## config.mk

```make
export PLATFORM = sky130hd
export DESIGN_NAME = lw_use_stall_controller
export DESIGN_NICKNAME = d
export VERILOG_FILES = /design/src/rtl/lw_use_stall_controller.sv
export SDC_FILE = /design/constraint.sdc
export NUM_CORES = 1
export LEC_CHECK = 0
export CAP_MARGIN = 0
export CORE_AREA = 3 3 40 42
export DETAILED_ROUTE_END_ITERATION = 7
export DIE_AREA = 0 0 43 45
export MAX_ROUTING_LAYER = met4
export PLACE_DENSITY = 0.74
export SYNTH_ARGS = -nofsm -noshare
export SYNTH_HDL_FRONTEND = slang
export SYNTH_SLANG_ARGS = --single-unit
export TNS_END_PERCENT = 1
```

## constraint.sdc

```tcl
create_clock -name clk -period 2.95 [get_ports clk]
set_input_delay 0.59 -clock clk [delete_from_list [all_inputs] [get_ports clk]]
set_output_delay 0.59 -clock clk [all_outputs]
set_load 0.01 [all_outputs]
```

## src/rtl/lw_use_stall_controller.sv

```systemverilog
// lw_use_stall_controller: load-use hazard detection and stall sequencer for a 5-stage MIPS32 pipeline
// Ports:
//   clk, rst_n                       clock (rising edge), asynchronous active-low reset
//   id_ex_mem_read, id_ex_rt         load in ID/EX and its destination register
//   if_id_rs, if_id_rt, if_id_uses_rt source registers of the IF/ID instruction
//   branch_taken                     branch/jump resolved taken in EX
//   lw_use_control_stall             select held IF/ID instruction
//   pc_write_en, if_id_write_en      PC and IF/ID write enables
//   id_ex_bubble, if_id_flush        NOP insertion into ID/EX, IF/ID clear
//   stall_busy                       registered STALL-state flag
// Optional: define STALL_PERF_CNT_EN to add lw_use_events / stall_cycles counters.
module lw_use_stall_controller #(
  parameter int STALL_CYCLES = 1,
  parameter int CNT_W = 4,
  parameter int PERF_W = 32
) (
  input  logic clk,
  input  logic rst_n,
  input  logic id_ex_mem_read,
  input  logic [4:0] id_ex_rt,
  input  logic [4:0] if_id_rs,
  input  logic [4:0] if_id_rt,
  input  logic if_id_uses_rt,
  input  logic branch_taken,
  output logic lw_use_control_stall,
  output logic pc_write_en,
  output logic if_id_write_en,
  output logic id_ex_bubble,
  output logic if_id_flush,
`ifdef STALL_PERF_CNT_EN
  output logic [PERF_W-1:0] lw_use_events,
  output logic [PERF_W-1:0] stall_cycles,
`endif
  output logic stall_busy
);
  localparam logic [0:0] IDLE = 1'b0;
  localparam logic [0:0] STALL = 1'b1;
  logic [0:0] state;
  logic [CNT_W-1:0] cnt;
  logic hazard, in_stall, entry, stall_now, flush_now;
  assign hazard = id_ex_mem_read & (id_ex_rt != 5'd0) &
                  ((id_ex_rt == if_id_rs) | (if_id_uses_rt & (id_ex_rt == if_id_rt)));
  assign in_stall = state == STALL;
  // EX holds a bubble during STALL, so a branch there cannot be real and is ignored.
  assign entry = ~in_stall & hazard & ~branch_taken;
  assign flush_now = ~in_stall & branch_taken;
  assign stall_now = in_stall | entry;
  // Outputs are forced to their reset values for as long as rst_n is low.
  assign lw_use_control_stall = rst_n & stall_now;
  assign pc_write_en = ~(rst_n & stall_now);
  assign if_id_write_en = ~(rst_n & stall_now);
  assign id_ex_bubble = rst_n & (stall_now | flush_now);
  assign if_id_flush = rst_n & flush_now;
  assign stall_busy = in_stall;
  always_ff @(posedge clk or negedge rst_n) begin
    if (!rst_n) begin
      state <= IDLE;
      cnt <= '0;
    end else if (in_stall) begin
      state <= cnt == CNT_W'(1) ? IDLE : STALL;
      cnt <= cnt - CNT_W'(1);
    end else if (entry && STALL_CYCLES > 1) begin
      state <= STALL;
      cnt <= CNT_W'(STALL_CYCLES - 1);
    end
  end
`ifdef STALL_PERF_CNT_EN
  always_ff @(posedge clk or negedge rst_n) begin
    if (!rst_n) begin
      lw_use_events <= '0;
      stall_cycles <= '0;
    end else begin
      if (entry && ~&lw_use_events) lw_use_events <= lw_use_events + PERF_W'(1);
      if (stall_now && ~&stall_cycles) stall_cycles <= stall_cycles + PERF_W'(1);
    end
  end
`endif
endmodule

```

Word-level counts from Yosys, hierarchy flattened
Index checks and enable logic that the tools add are counted.
{"block": "totals", "regBits": 5, "in_bits": 20, "output_inout_bits": 6, "word_cells": 24}
{"block": "classes", "addsub": 1, "eq_ne": 3, "muxes": 2, "bitwise_logic": 15, "n_reduce_logical": 1}
{"operator": "$eq 5x5->1", "n": 2}
{"operator": "$and 1x1->1", "n": 9}
{"operator": "$reduce_bool 5->1", "n": 1}
{"operator": "$eq 4x1->1 const B", "n": 1}
{"operator": "$sub 4x1->4 const B", "n": 1}
{"operator": "$not 1->1", "n": 3}
{"operator": "$or 1x1->1", "n": 3}
{"operator": "$mux 1", "n": 2}

Logic depth before layout (Yosys ltp)
{"block": "depth", "word_depth": 9, "mapped_depth": 5, "depth_no_buf": 4}

Worst setup path after synthesis
No wires, ideal clock.
{"block": "synth_timing", "path_kind": "in2out", "from": "in id_ex_rt[1]", "to": "out pc_write_en", "arrival_time_ns": 1.673, "required_ns": 2.360, "slack_ns": 0.687, "cell_stages": 5, "n_path_buf": 1, "path_cell_list": "or4_1 > o21a_1 > nand3b_2 > o21a_1 > buf_4"}
{"block": "synth_via", "elab_chain_len": 9, "elab_cells_between_ends": 12, "classes_between": "eq/ne: 2; bitwise: 9; reduce/logical: 1"}
{"element": "from (decl)", "line": "20", "source": "input logic [4:0] id_ex_rt,"}
{"element": "$eq 5x5->1", "line": "42", "source": "((id_ex_rt == if_id_rs) | (if_id_uses_rt & (id_ex_rt == if_id_rt)));"}
{"element": "$and 1x1->1", "line": "42"}
{"element": "$or 1x1->1", "line": "42"}
{"element": "$and 1x1->1 (*)", "line": "41", "source": "assign hazard = id_ex_mem_read & (id_ex_rt != 5'd0) &"}
{"element": "$and 1x1->1 (*) (2 in series)", "line": "45", "source": "assign entry = ~in_stall & hazard & ~branch_taken;"}
{"element": "$or 1x1->1 (*)", "line": "47", "source": "assign stall_now = in_stall | entry;"}
{"element": "$and 1x1->1 (*)"}
{"element": "$not 1->1 (*)"}
{"element": "to (decl)", "line": "26", "source": "output logic pc_write_en,"}
Every way passes the cells marked *; elsewhere a longest branch is shown, timed or not.

Worst setup path after layout
{"block": "layout_timing", "from": "in id_ex_rt[1]", "to": "out pc_write_en"}
{"block": "layout_via", "elab_chain_len": 9, "elab_cells_between_ends": 12, "classes_between": "eq/ne: 2; bitwise: 9; reduce/logical: 1"}
{"element": "$eq 5x5->1", "line": "42"}
{"element": "$and 1x1->1", "line": "42"}
{"element": "$or 1x1->1", "line": "42"}
{"element": "$and 1x1->1 (*)", "line": "41"}
{"element": "$and 1x1->1 (*) (2 in series)", "line": "45"}
{"element": "$or 1x1->1 (*)", "line": "47"}
{"element": "$and 1x1->1 (*)", "line": "50", "source": "assign pc_write_en = ~(rst_n & stall_now);"}
{"element": "$not 1->1 (*)", "line": "50"}
Marks and branches as above.

==> results.toml <==
[status]
status = "finished, final reports clean"

[logic_synthesis]
ys_seq_elements = 5
syn-cell-area_sq_um = 403
syn_inst = 45
synth.distinct_cells = 19
syn_area_per_cell_sq_um = 8.95
yosys_warnings = 0
synth_seq_area_share_pct = 31.1
syn_nets = 67

[place]
place_hpwl_um = 910
dp.cells = 87
gp_congestion = 0.762
io_buffer_count = 25

[worst_setup_path]
startpoint_type = "input port"
crit_arrival_ps = 2310
cp-end-kind = "primary output"
cp_common_cell = "o21a_1"
critPathMaxStageDelay_ps = 550
slowest_stage = "or4_1"
cp_num_buf_inv = 2
cp_max_fo = 3
path_cells = "clkdlybuf4s50_1, or4_1, o21a_1, nand3b_2, o21a_1, dlygate4sd2_1"
worstSetupPathType = "input port to primary output"
crit_family = "buffers and inverters"
cp.required_ps = 2360

[hold_path]
hold_path.class = "register to register"

[job]
drv_cap = 0

[timing]
fin_crit_ps = 2900
drv_slew = 0
whs_ps = 473
setup_violations = 0
slew_headroom_pct = 76.3
period_share_pct = 98.2
max_freq_mhz = 345
worst_pin_slew_ps = 350
hold_violations = 0
skew_ps = 3.19
rsz0062_at_grt = "true"
tns_ps = 0

[global_route]
antenna_found_initial = 0
grt_max_degree = 11
grt_usage_pct = 12.9
grt_pass1_vias = 455
grt_overflow = 0
grt_pass1_wl_mm = 1.80

[routing]
drt_first_pass_iters = 5
avgRoutedWirePerCell_um = 12.3
drtAntennaViolNets = 0
vias = 435
drt_iter0_markers = 4
drt_wl_total_mm = 1.12
routed_via_density = 4.78
route.detailed.drc = 0

[clocking]
cts_tree = "built"
hold_buffers = 0
clkSlewWorstSetupHoldPaths_ps = 40
numCtsBuffers = 3
root_buffer = "clkbuf_4"
cts.sinks = 5
insertion_delay_ps = 240
clockBufferDepth = 2
htree_levels = 1

[final_layout]
layout-area-overhead-vs-synth_pct = 78.3
nNetsFinal = 99
fillers = 119
diodes = 0
final_cells = 91
regArea_sq_um = 125
multiInputGateArea_sq_um = 265
most-common-layout-cells = "clkdlybuf4s50_1, xor2_1, dfrtp_1"
drive_above_1_share_pct = 11.8
fin_util_pct = 55.9
layout_commonest_cell = "clkdlybuf4s50_1"

[floorplanning]
core_area_sq_um = 1280
pin_count = 26
fp-row-count = 13
die_x_um = 43
die_h_um = 45
start_util_pct = 31.4
fp.dieArea_sq_um = 1940

[power_and_ir_drop]
p_leak_uw = 0.000315
powerDensity_nw_per_um2 = 283
ir_worst_vdd_v = 0.000156
-- final timing paths --
check | from | to | slack (ps) | cells after the start
worst max-delay path | id_ex_rt[1] | pc_write_en | 50 | 6
worst min-delay path | cnt[3] | cnt[3] | 470 | 1
worst max register to register | stall_busy | cnt[3] | 1810 | 2
worst min register to register | cnt[3] | cnt[3] | 470 | 1
max in group asynchronous | rst_n | cnt[3] | 2050 | 2
min in group asynchronous | rst_n | cnt[0] | 790 | 2
-- where the power goes --
| part | switching [uW] | leakage [uW] | total (uW) | internal, uW |
|---|---|---|---|---|
| logic | 20.6 | 0.000230 | 57.5 | 36.9 |
| registers | 0 | 0.0000699 | 68.9 | 68.9 |
| clock network | 25.9 | 0.0000150 | 76.9 | 51.0 |
| total | 46.5 | 0.000315 | 203 | 157 |
-- registers in the layout, indices dropped and copies added, names as in the netlist --
register    count
stall_busy      1
cnt             4
-- worst reg2reg max path: cells and delay by family, from the launching register on --
kind,cells,cell delay [ps]
xor+xnor,1,190
flops,1,510
simple gates,1,360
-- layout make-up --
cell class | instances | share of cell area (%)
clock buffers | 4 | 3.66
inverters | 2 | 1.05
multi-input cells | 36 | 36.9
flip-flops and latches | 5 | 17.4
well taps | 15 | 2.61
repair buffers | 29 | 38.3
-- logic make-up (layout without fill, tap and decap cells) --
logic type      count (synthesis)  in the layout  share of synthesized area [%]
flops                           5              5                           31.1
xor+xnor                       13             13                           28.3
buf+inv                         4             35                           4.66
compound gates                  8              8                           12.7
fa+ha+maj                       2              2                           6.21
simple gates                   13             13                           17.1
-- cell usage after synthesis, drive strengths merged --
cell    number  share of area (%)
a21boi       1                1.9
a21oi        1                1.2
a32oi        1                2.2
buf          1                1.9
clkbuf       1               0.93
dfrtp        5                 31
ha           2                6.2
inv          2                1.9
nand2        4                3.7
nand3b       1                2.8
nor2         4                3.7
nor3         1                1.2
nor4         1                1.6
nor4b        1                2.2
o21a         2                3.7
o21ai        3                3.7
or4          1                1.9
xnor2        2                4.3
xor2        11                 24
-- per-layer routing --
| layer | up-vias | global-route usage [%] | routed length, um |
|---|---|---|---|
| met5 | - | - | 0 |
| met4 | 0 | 7.23 | 7 |
| met1 | 195 | 13.4 | 442 |
| li1 | 214 | - | - |
| met2 | 24 | 23.1 | 551 |
| met3 | 2 | 2.39 | 115 |
-- what timing repair did --
item / CTS / global route
setup endpoints to repair: 4 / 4
cloned: 0 / 0
setup buffers: 0 / 0
gates resized for setup: 4 / 1
-- per-stage QoR --
stage / power, uW / setup slack [ps] / instance area [sq um]
CTS: 207 / 28.1 / 712
global placement: 126 / -194 / 691
global route: 217 / -15.0 / 718
floorplan: 85.7 / 687 / 403
finish: 203 / 52.3 / 718
detailed placement: 127 / -246 / 691
Note: power is estimated with default switching activity, not from simulation.
